--- src/rtl/counter_bank_pkg.sv ---
// Shared constants and helpers for the counter bank.
package counter_bank_pkg;

    localparam logic CNT_UP = 1'b0;
    localparam logic CNT_DN = 1'b1;

    // Channel-select width, never narrower than one bit.
    function automatic int unsigned sel_width(input int unsigned channels);
        return (channels > 1) ? $clog2(channels) : 1;
    endfunction

endpackage

--- src/rtl/counter_bank_if.sv ---
// Shared load/compare write bus, fanned out to every counter channel.
interface counter_bank_if #(
    parameter int unsigned WIDTH = 32,
    parameter int unsigned SEL_W = 2
);
    logic             load_en;
    logic [SEL_W-1:0] sel;
    logic [WIDTH-1:0] load_val;
    logic             cmp_wr;

    modport master (output load_en, sel, load_val, cmp_wr);
    modport slave  (input  load_en, sel, load_val, cmp_wr);
endinterface

--- src/rtl/counter_chan.sv ---
// One up/down counter channel with wrap pulse and, when COUNTER_BANK_CMP_EN
// is defined, a compare register with a sticky match flag.
module counter_chan
    import counter_bank_pkg::*;
#(
    parameter int unsigned      WIDTH  = 32,
    parameter int unsigned      SEL_W  = 2,
    parameter int unsigned      IDX    = 0,
    parameter logic [WIDTH-1:0] PRESET = '0
) (
    input  logic             clk,
    input  logic             resetn,
    counter_bank_if.slave    bus,
    input  logic             inc_i,
    input  logic             dn_i,
    input  logic             match_clr_i,
    output logic [WIDTH-1:0] q_o,
    output logic             wrap_o,
    output logic             match_o
);

    logic             sel_hit_c;
    logic             load_hit_c;
    logic [WIDTH-1:0] cnt_q, cnt_d;
    logic             wrap_q, wrap_d;

    assign sel_hit_c  = (bus.sel == SEL_W'(IDX));
    assign load_hit_c = bus.load_en && sel_hit_c;

    // A load wins over a count and never produces a wrap pulse.
    always_comb begin
        cnt_d  = cnt_q;
        wrap_d = 1'b0;
        if (load_hit_c) begin
            cnt_d = bus.load_val;
        end else if (inc_i) begin
            if (dn_i == CNT_DN) begin
                cnt_d  = cnt_q - WIDTH'(1);
                wrap_d = (cnt_q == '0);
            end else begin
                cnt_d  = cnt_q + WIDTH'(1);
                wrap_d = (cnt_q == '1);
            end
        end
    end

    always_ff @(posedge clk or negedge resetn) begin
        if (!resetn) begin
            cnt_q  <= PRESET;
            wrap_q <= 1'b0;
        end else begin
            cnt_q  <= cnt_d;
            wrap_q <= wrap_d;
        end
    end

    assign q_o    = cnt_q;
    assign wrap_o = wrap_q;

`ifdef COUNTER_BANK_CMP_EN
    logic [WIDTH-1:0] cmp_q, cmp_d;
    logic             match_q, match_d;

    // Next counter value is compared against the compare value in force this cycle.
    always_comb begin
        cmp_d   = (bus.cmp_wr && sel_hit_c) ? bus.load_val : cmp_q;
        match_d = (cnt_d == cmp_q) || (match_q && !match_clr_i);
    end

    always_ff @(posedge clk or negedge resetn) begin
        if (!resetn) begin
            cmp_q   <= '1;
            match_q <= 1'b0;
        end else begin
            cmp_q   <= cmp_d;
            match_q <= match_d;
        end
    end

    assign match_o = match_q;
`else
    logic unused_cmp_c;
    assign unused_cmp_c = bus.cmp_wr ^ match_clr_i;
    assign match_o      = 1'b0;
`endif

endmodule

--- src/rtl/counter_bank.sv ---
// Bank of CHANNELS independent up/down counters sharing one load bus.
// Compare/match logic is built only when COUNTER_BANK_CMP_EN is defined.
module counter_bank
    import counter_bank_pkg::*;
#(
    parameter int unsigned      WIDTH    = 32,
    parameter int unsigned      CHANNELS = 4,
    parameter logic [WIDTH-1:0] PRESET   = '0
) (
    input  logic                          clk,
    input  logic                          resetn,
    input  logic [CHANNELS-1:0]           inc,
    input  logic [CHANNELS-1:0]           dn,
    input  logic                          load_en,
    input  logic [sel_width(CHANNELS)-1:0] sel,
    input  logic [WIDTH-1:0]              load_val,
    input  logic                          cmp_wr,
    input  logic [CHANNELS-1:0]           match_clr,
    output logic [CHANNELS*WIDTH-1:0]     q,
    output logic [CHANNELS-1:0]           wrap,
    output logic [CHANNELS-1:0]           match
);

    localparam int unsigned SEL_W = sel_width(CHANNELS);

    counter_bank_if #(.WIDTH(WIDTH), .SEL_W(SEL_W)) bus ();

    assign bus.load_en  = load_en;
    assign bus.sel      = sel;
    assign bus.load_val = load_val;
    assign bus.cmp_wr   = cmp_wr;

    for (genvar i = 0; i < CHANNELS; i++) begin : g_chan
        counter_chan #(
            .WIDTH  (WIDTH),
            .SEL_W  (SEL_W),
            .IDX    (i),
            .PRESET (PRESET)
        ) u_chan (
            .clk         (clk),
            .resetn      (resetn),
            .bus         (bus),
            .inc_i       (inc[i]),
            .dn_i        (dn[i]),
            .match_clr_i (match_clr[i]),
            .q_o         (q[i*WIDTH +: WIDTH]),
            .wrap_o      (wrap[i]),
            .match_o     (match[i])
        );
    end

endmodule
--- config.mk ---
export PLATFORM = sky130hd
export DESIGN_NAME = counter_bank
export DESIGN_NICKNAME = d
export VERILOG_FILES = /design/src/rtl/counter_bank_pkg.sv /design/src/rtl/counter_bank_if.sv /design/src/rtl/counter_chan.sv /design/src/rtl/counter_bank.sv
export SDC_FILE = /design/constraint.sdc
export NUM_CORES = 1
export LEC_CHECK = 0
export BUFFER_PORTS_ARGS = -buffer_cell sky130_fd_sc_hd__buf_2
export CORE_MARGIN = 5
export CORE_UTILIZATION = 59
export DETAILED_ROUTE_END_ITERATION = 10
export PLACE_DENSITY = 0.93
export SYNTH_ARGS = -nofsm -noshare
export SYNTH_HDL_FRONTEND = slang
export SYNTH_SLANG_ARGS = --single-unit
--- constraint.sdc ---
create_clock -name clk -period 3.9 [get_ports clk]
set_clock_uncertainty 0.15 [all_clocks]
set_input_delay 0.78 -clock clk [delete_from_list [all_inputs] [get_ports clk]]
set_output_delay 0.78 -clock clk [all_outputs]
set_load 0.05 [all_outputs]
# ---- Yosys cells after proc, flatten, opt, wreduce, memory -nomap -nowiden
# Cells that the tools add are included.
dict set report totals {
  out_inout_bits 136
  regBits 132
}
dict set report op_classes {
  addsub 8
  reduce_logical 13
  muxes 24
  n_eq_ne 7
}
# operator n
set ops {}
lappend ops {{two-way mux 32 bit} 12}
lappend ops {{adder 32 x 1 -> 32 bit, second input constant} 4}
lappend ops {{== test 32 bit, second input constant} 4}
lappend ops {{logical NOT 32 bit} 4}
lappend ops {{subtractor 32 x 1 -> 32 bit, second input constant} 4}
lappend ops {{two-way mux 1 bit} 12}
lappend ops {{nonzero test 2 bit} 4}
lappend ops {{== test 2 bit, second input constant} 2}
lappend ops {{logical AND 1 bit} 4}
lappend ops {{== test 2 x 1 -> 1 bit, second input constant} 1}
lappend ops {{logical NOT 2 bit} 1}

# ---- Logic depth before layout (Yosys ltp)
dict set report depth {
  ltp_word 4
  depth_mapped 12
  mapped_depth_nobuf 11
}

# ---- Modules after synthesis
# From an unflattened synthesis, not the netlist that was laid out.
dict set report hier_totals {
  cells_unflattened 1650
  hier_area_um2 13367.8
}
# module area_per_inst_um2 instances seq_area_each_um2 cells_per_inst
set by_module_without_submodules {}
lappend by_module_without_submodules {{counter_chan at g_chan[0].u_chan} 3362.0 1 825.8 440}
lappend by_module_without_submodules {{counter_chan at g_chan[3].u_chan} 3355.7 1 825.8 403}
lappend by_module_without_submodules {{counter_chan at g_chan[1].u_chan} 3343.2 1 825.8 406}
lappend by_module_without_submodules {{counter_chan at g_chan[2].u_chan} 3306.9 1 825.8 401}

# ---- Worst setup path after synthesis
# Ideal clock, no wire load.
dict set report synth_path {
  path_type {input to register}
  startpoint {input dn[1]}
  endpoint {register g_chan[1].u_chan.cnt_q[31]}
  t_arrival_ps 3320
  setup_slack_ps 301
  t_required_ps 3621
  cell_stages 11
  path_cell_list {ha_1 a21o_1 a221o_1 a311o_1 a41o_2 a21oi_4 o21ai_2 and4b_1 or4_1 xnor2_1 o21ai_1}
}
dict set report synth_between {
  elab_chain_cells 3
}
# element line_no
set synth_rtl {}
lappend synth_rtl {{start: declaration} counter_bank.sv:13} ;# input logic [CHANNELS-1:0] dn,
lappend synth_rtl {{two-way mux 32 bit} counter_chan.sv:37} ;# if (dn_i == CNT_DN) begin
lappend synth_rtl {{two-way mux 32 bit} counter_chan.sv:36} ;# end else if (inc_i) begin
lappend synth_rtl {{two-way mux 32 bit} counter_chan.sv:34} ;# if (load_hit_c) begin
lappend synth_rtl {{end signal: assignment} counter_chan.sv:52} ;# cnt_q <= cnt_d;
lappend synth_rtl {{end: declaration} counter_chan.sv:24} ;# logic [WIDTH-1:0] cnt_q, cnt_d;
# Every way passes these cells. The select of a mux whose other input is x is not followed.
# A chain may end at the register's enable or synchronous reset.

# ---- Final worst setup path
dict set report layout_path {
  startpoint {input dn[3]}
  endpoint {register g_chan[3].u_chan.cnt_q[28]}
}
dict set report layout_between {
  elab_chain_cells 3
}
# element line_no
set layout_rtl {}
lappend layout_rtl {{two-way mux 32 bit} counter_chan.sv:37}
lappend layout_rtl {{two-way mux 32 bit} counter_chan.sv:36}
lappend layout_rtl {{two-way mux 32 bit} counter_chan.sv:34}
lappend layout_rtl {{end signal: assignment} counter_chan.sv:52}
lappend layout_rtl {{end: declaration} counter_chan.sv:24}
# Every way passes these cells. The select of a mux whose other input is x is not followed.

==> flow_summary.ini <==
[outcome]
status = completed

[cts]
hold_buffers = 0
cts_setup_buffers = 0
post_cts_resized = 0
worstSkewPairLatency_ns = 0.45
cts_root_buf = clkbuf_16
clkSlewWorstSetupHoldPaths_ns = 0.06
numCtsBuffers = 17
clockBufferDepth = 2
cts_tree = built
htreeDepth = 4
cts.sinks = 132

[pwr]
pwr-share-clk = 0.110
netSwitchingFraction = 0.5465
peakVddDrop_mv = 0.6665
p_switching_w = 0.008698
p_seq_frac = 0.202
p_int_w = 0.007218
power.density_nw_per_um2 = 1071
power.leakage_nw = 7.002
power_frac_comb = 0.688

[final_layout]
final_cell_mix = buf_2, a21oi_1, nand2_1, o21ai_0, dfrtp_1
fin_cells = 2059
utilization = 0.7047
fin_nets = 1946
layout_commonest_cell = buf_2
area_growth_syn_to_layout_pct = 17.41
layout-drive-gt1-share = 0.1722

[routing]
drt_wl_total_um = 43210
avgRoutedWirePerCell_um = 20.99
vias = 13670
drc_errors = 0
ant_nets = 0
drtPass1Iterations = 6
vias_per_cell = 6.639
initialDrtViolationCount = 1450

[die]
initial_core_util = 0.6002
fp.dieW_um = 156.5
rows = 53
dieArea_um2 = 24480
core_um2 = 21090
chipHeight_um = 156.5
io_pins = 186

[setup_path]
rrSetupSlack_ns = 0.33
r2r-start = g_chan[0].u_chan.q_o[0]
critPathTopFamily = compound AO/OA/AOI/OAI gates
crit_chain = buf_2, buf_12, fa_1, a21o_1, a21o_1, a21oi_1, nor2_1, a31o_2, a2111oi_0, buf_4, o41ai_1, xor2_1, mux2i_1, o21ai_0
crit_buf_inv = 3
worstReg2RegEnd = g_chan[0].u_chan.q_o[30]
cp_max_fo = 7
critPathLaunch = dn[3]
start_kind = input pin
reg2regPathDepth = 12
end_kind = flop
path_class = input pin to flop
crit_top_cell = a21o_1
arrival_ns = 3.80
cpMaxStageDelayCell = a2111oi_0
crit_path_max_incr_delay_ns = 0.55
cp.required_ns = 4.05
crit_path_end = g_chan[3].u_chan.q_o[28]
cp.depth = 14

[timing]
slew-limit-headroom = 0.3996
min_period_ns = 3.649
worst_slack_ns = 0.2515
hold_viol_final = 0
tightestPinTransition_ns = 0.9006
setup-violations-final = 0
fmax_mhz = 274.1
slew_violations = 0
finalCritPeriodShare = 0.9355
rsz0062_at_grt = no

[placed_design]
dp_hpwl_um = 31060
post-place-ws_ns = -0.1440
gp_congestion = 0.9764
dpl.cell_count = 2028
io_buffers = 176

[global_route]
grt_pass1_wl_um = 66380
grt_usage = 0.3420
antenna_found_initial = 3
gr-total-overflow = 0
grt_max_degree = 80
grt_pass1_vias = 12910

[synthesis]
syn-cell-area_um2 = 12660
synth_cells = 1562
async_reset_ff_frac = 1.000
seq_area_frac_synth = 0.2610
ys_seq_elements = 132
yosys_warnings = 0
avgSynthCellArea_um2 = 8.103
synth-edff-count = 0
ys_types = 75
ys.flop_type = dfrtp_1

[job]
maxCapViolCount = 0

[hold_path]
hold_path_class = input pin to async pin
==> power groups by stage <==
stage	combinational [W]	clock [W]	sequential, W
after floorplan	0.00578	0	0.00517
after global routing	0.0118	0.00181	0.00329
final	0.0109	0.00175	0.00322
after detailed placement	0.0107	0	0.00316
after CTS	0.0108	0.00175	0.00315
after global placement	0.0103	0	0.00310
==> layer usage <==
layer	global-route usage	wire (um)	vias to the layer above
met5	0.01786	84	-
met4	0.1731	2410	6
met3	0.08324	5137	167
met2	0.5311	19090	831
met1	0.4437	16490	6458
li1	-	-	6208
==> sequential cells by signal, summed over array words and instances (netlist names) <==
name and cells:
g_chan.u_chan.q_o 128, g_chan.u_chan.wrap_o 4
==> cell usage after synthesis, types with 4 or more instances <==
cell type | n | area share
nand3_1 | 23 | 0.0091
nand2_1 | 156 | 0.046
and4_1 | 6 | 0.0042
or2_2 | 5 | 0.0025
a211o_1 | 6 | 0.0042
dfrtp_1 | 132 | 0.26
nor4_1 | 36 | 0.018
and2_1 | 5 | 0.0025
o21bai_1 | 19 | 0.011
nor2_1 | 111 | 0.033
buf_4 | 8 | 0.0047
nor3_1 | 22 | 0.0087
buf_1 | 5 | 0.0015
a31oi_1 | 25 | 0.012
a21o_1 | 67 | 0.040
and3_1 | 17 | 0.0084
o21a_1 | 9 | 0.0053
a211oi_1 | 14 | 0.0083
o21ai_0 | 148 | 0.059
a21oi_1 | 172 | 0.068
or3_1 | 17 | 0.0084
inv_1 | 33 | 0.0098
clkbuf_1 | 55 | 0.016
nand4_1 | 39 | 0.019
xor2_1 | 37 | 0.026
nor3b_1 | 12 | 0.0071
o211ai_1 | 7 | 0.0042
nor2b_1 | 16 | 0.0079
xnor2_1 | 70 | 0.048
nand4b_1 | 7 | 0.0048
nor4b_1 | 5 | 0.0035
o31ai_1 | 6 | 0.0036
fa_1 | 4 | 0.0063
a21boi_0 | 7 | 0.0042
ha_1 | 120 | 0.12
mux2i_1 | 71 | 0.056
nand2b_1 | 10 | 0.0049
==> kinds of logic (layout without fill, tap and decap cells) <==
group / count (synthesis) / count (layout) / synth area share
AO/OA/AOI/OAI: 524 / 524 / 0.2531
XOR/XNOR: 107 / 107 / 0.07404
flip-flops: 132 / 132 / 0.2610
multiplexers: 71 / 71 / 0.05615
AND/OR/NAND/NOR: 500 / 500 / 0.1970
adder cells (fa/ha/maj): 124 / 124 / 0.1250
buffers and inverters: 103 / 321 / 0.03351
other: 1 / 5 / 0.0002963
==> metrics by stage <==
| stage | hold slack, ns | TNS [ns] | total power (W) | area (um2) |
|---|---|---|---|---|
| 5_1_grt | 0.3198 | 0 | 0.01691 | 14860 |
| 3_3_place_gp | 0.4630 | -0.1417 | 0.01344 | 14240 |
| 4_1_cts | 0.2774 | 0 | 0.01573 | 14860 |
| 3_5_place_dp | 0.4806 | -0.4408 | 0.01386 | 14240 |
| 2_1_floorplan | 0.3344 | 0 | 0.01095 | 12670 |
| 6_report | 0.1973 | 0 | 0.01592 | 14860 |
==> worst min-delay path by stage <==
stage                                         from                        to  slack [ns]  cells past startpoint
after floorplan                             resetn   g_chan[0].u_chan.q_o[0]        0.33                      0
after global routing                        resetn  g_chan[1].u_chan.q_o[10]        0.32                      1
final                                       resetn  g_chan[1].u_chan.q_o[10]        0.20                      1
after global placement    g_chan[3].u_chan.q_o[23]  g_chan[3].u_chan.q_o[23]        0.46                      2
after CTS                                   resetn   g_chan[2].u_chan.q_o[4]        0.28                      1
after detailed placement  g_chan[0].u_chan.q_o[15]  g_chan[0].u_chan.q_o[15]        0.48                      2
==> cell type report <==
type | instances | area, um2
clock inverter | 9 | 153.9
timing repair buffer | 257 | 1520
tap | 275 | 344.1
multi-input combinational | 1330 | 8949
fill | 1649 | 6227
sequential | 132 | 3303
inverter | 34 | 127.6
clock buffer | 21 | 460.4
antenna | 1 | 2.502
Power figures use the tool's default switching activity.
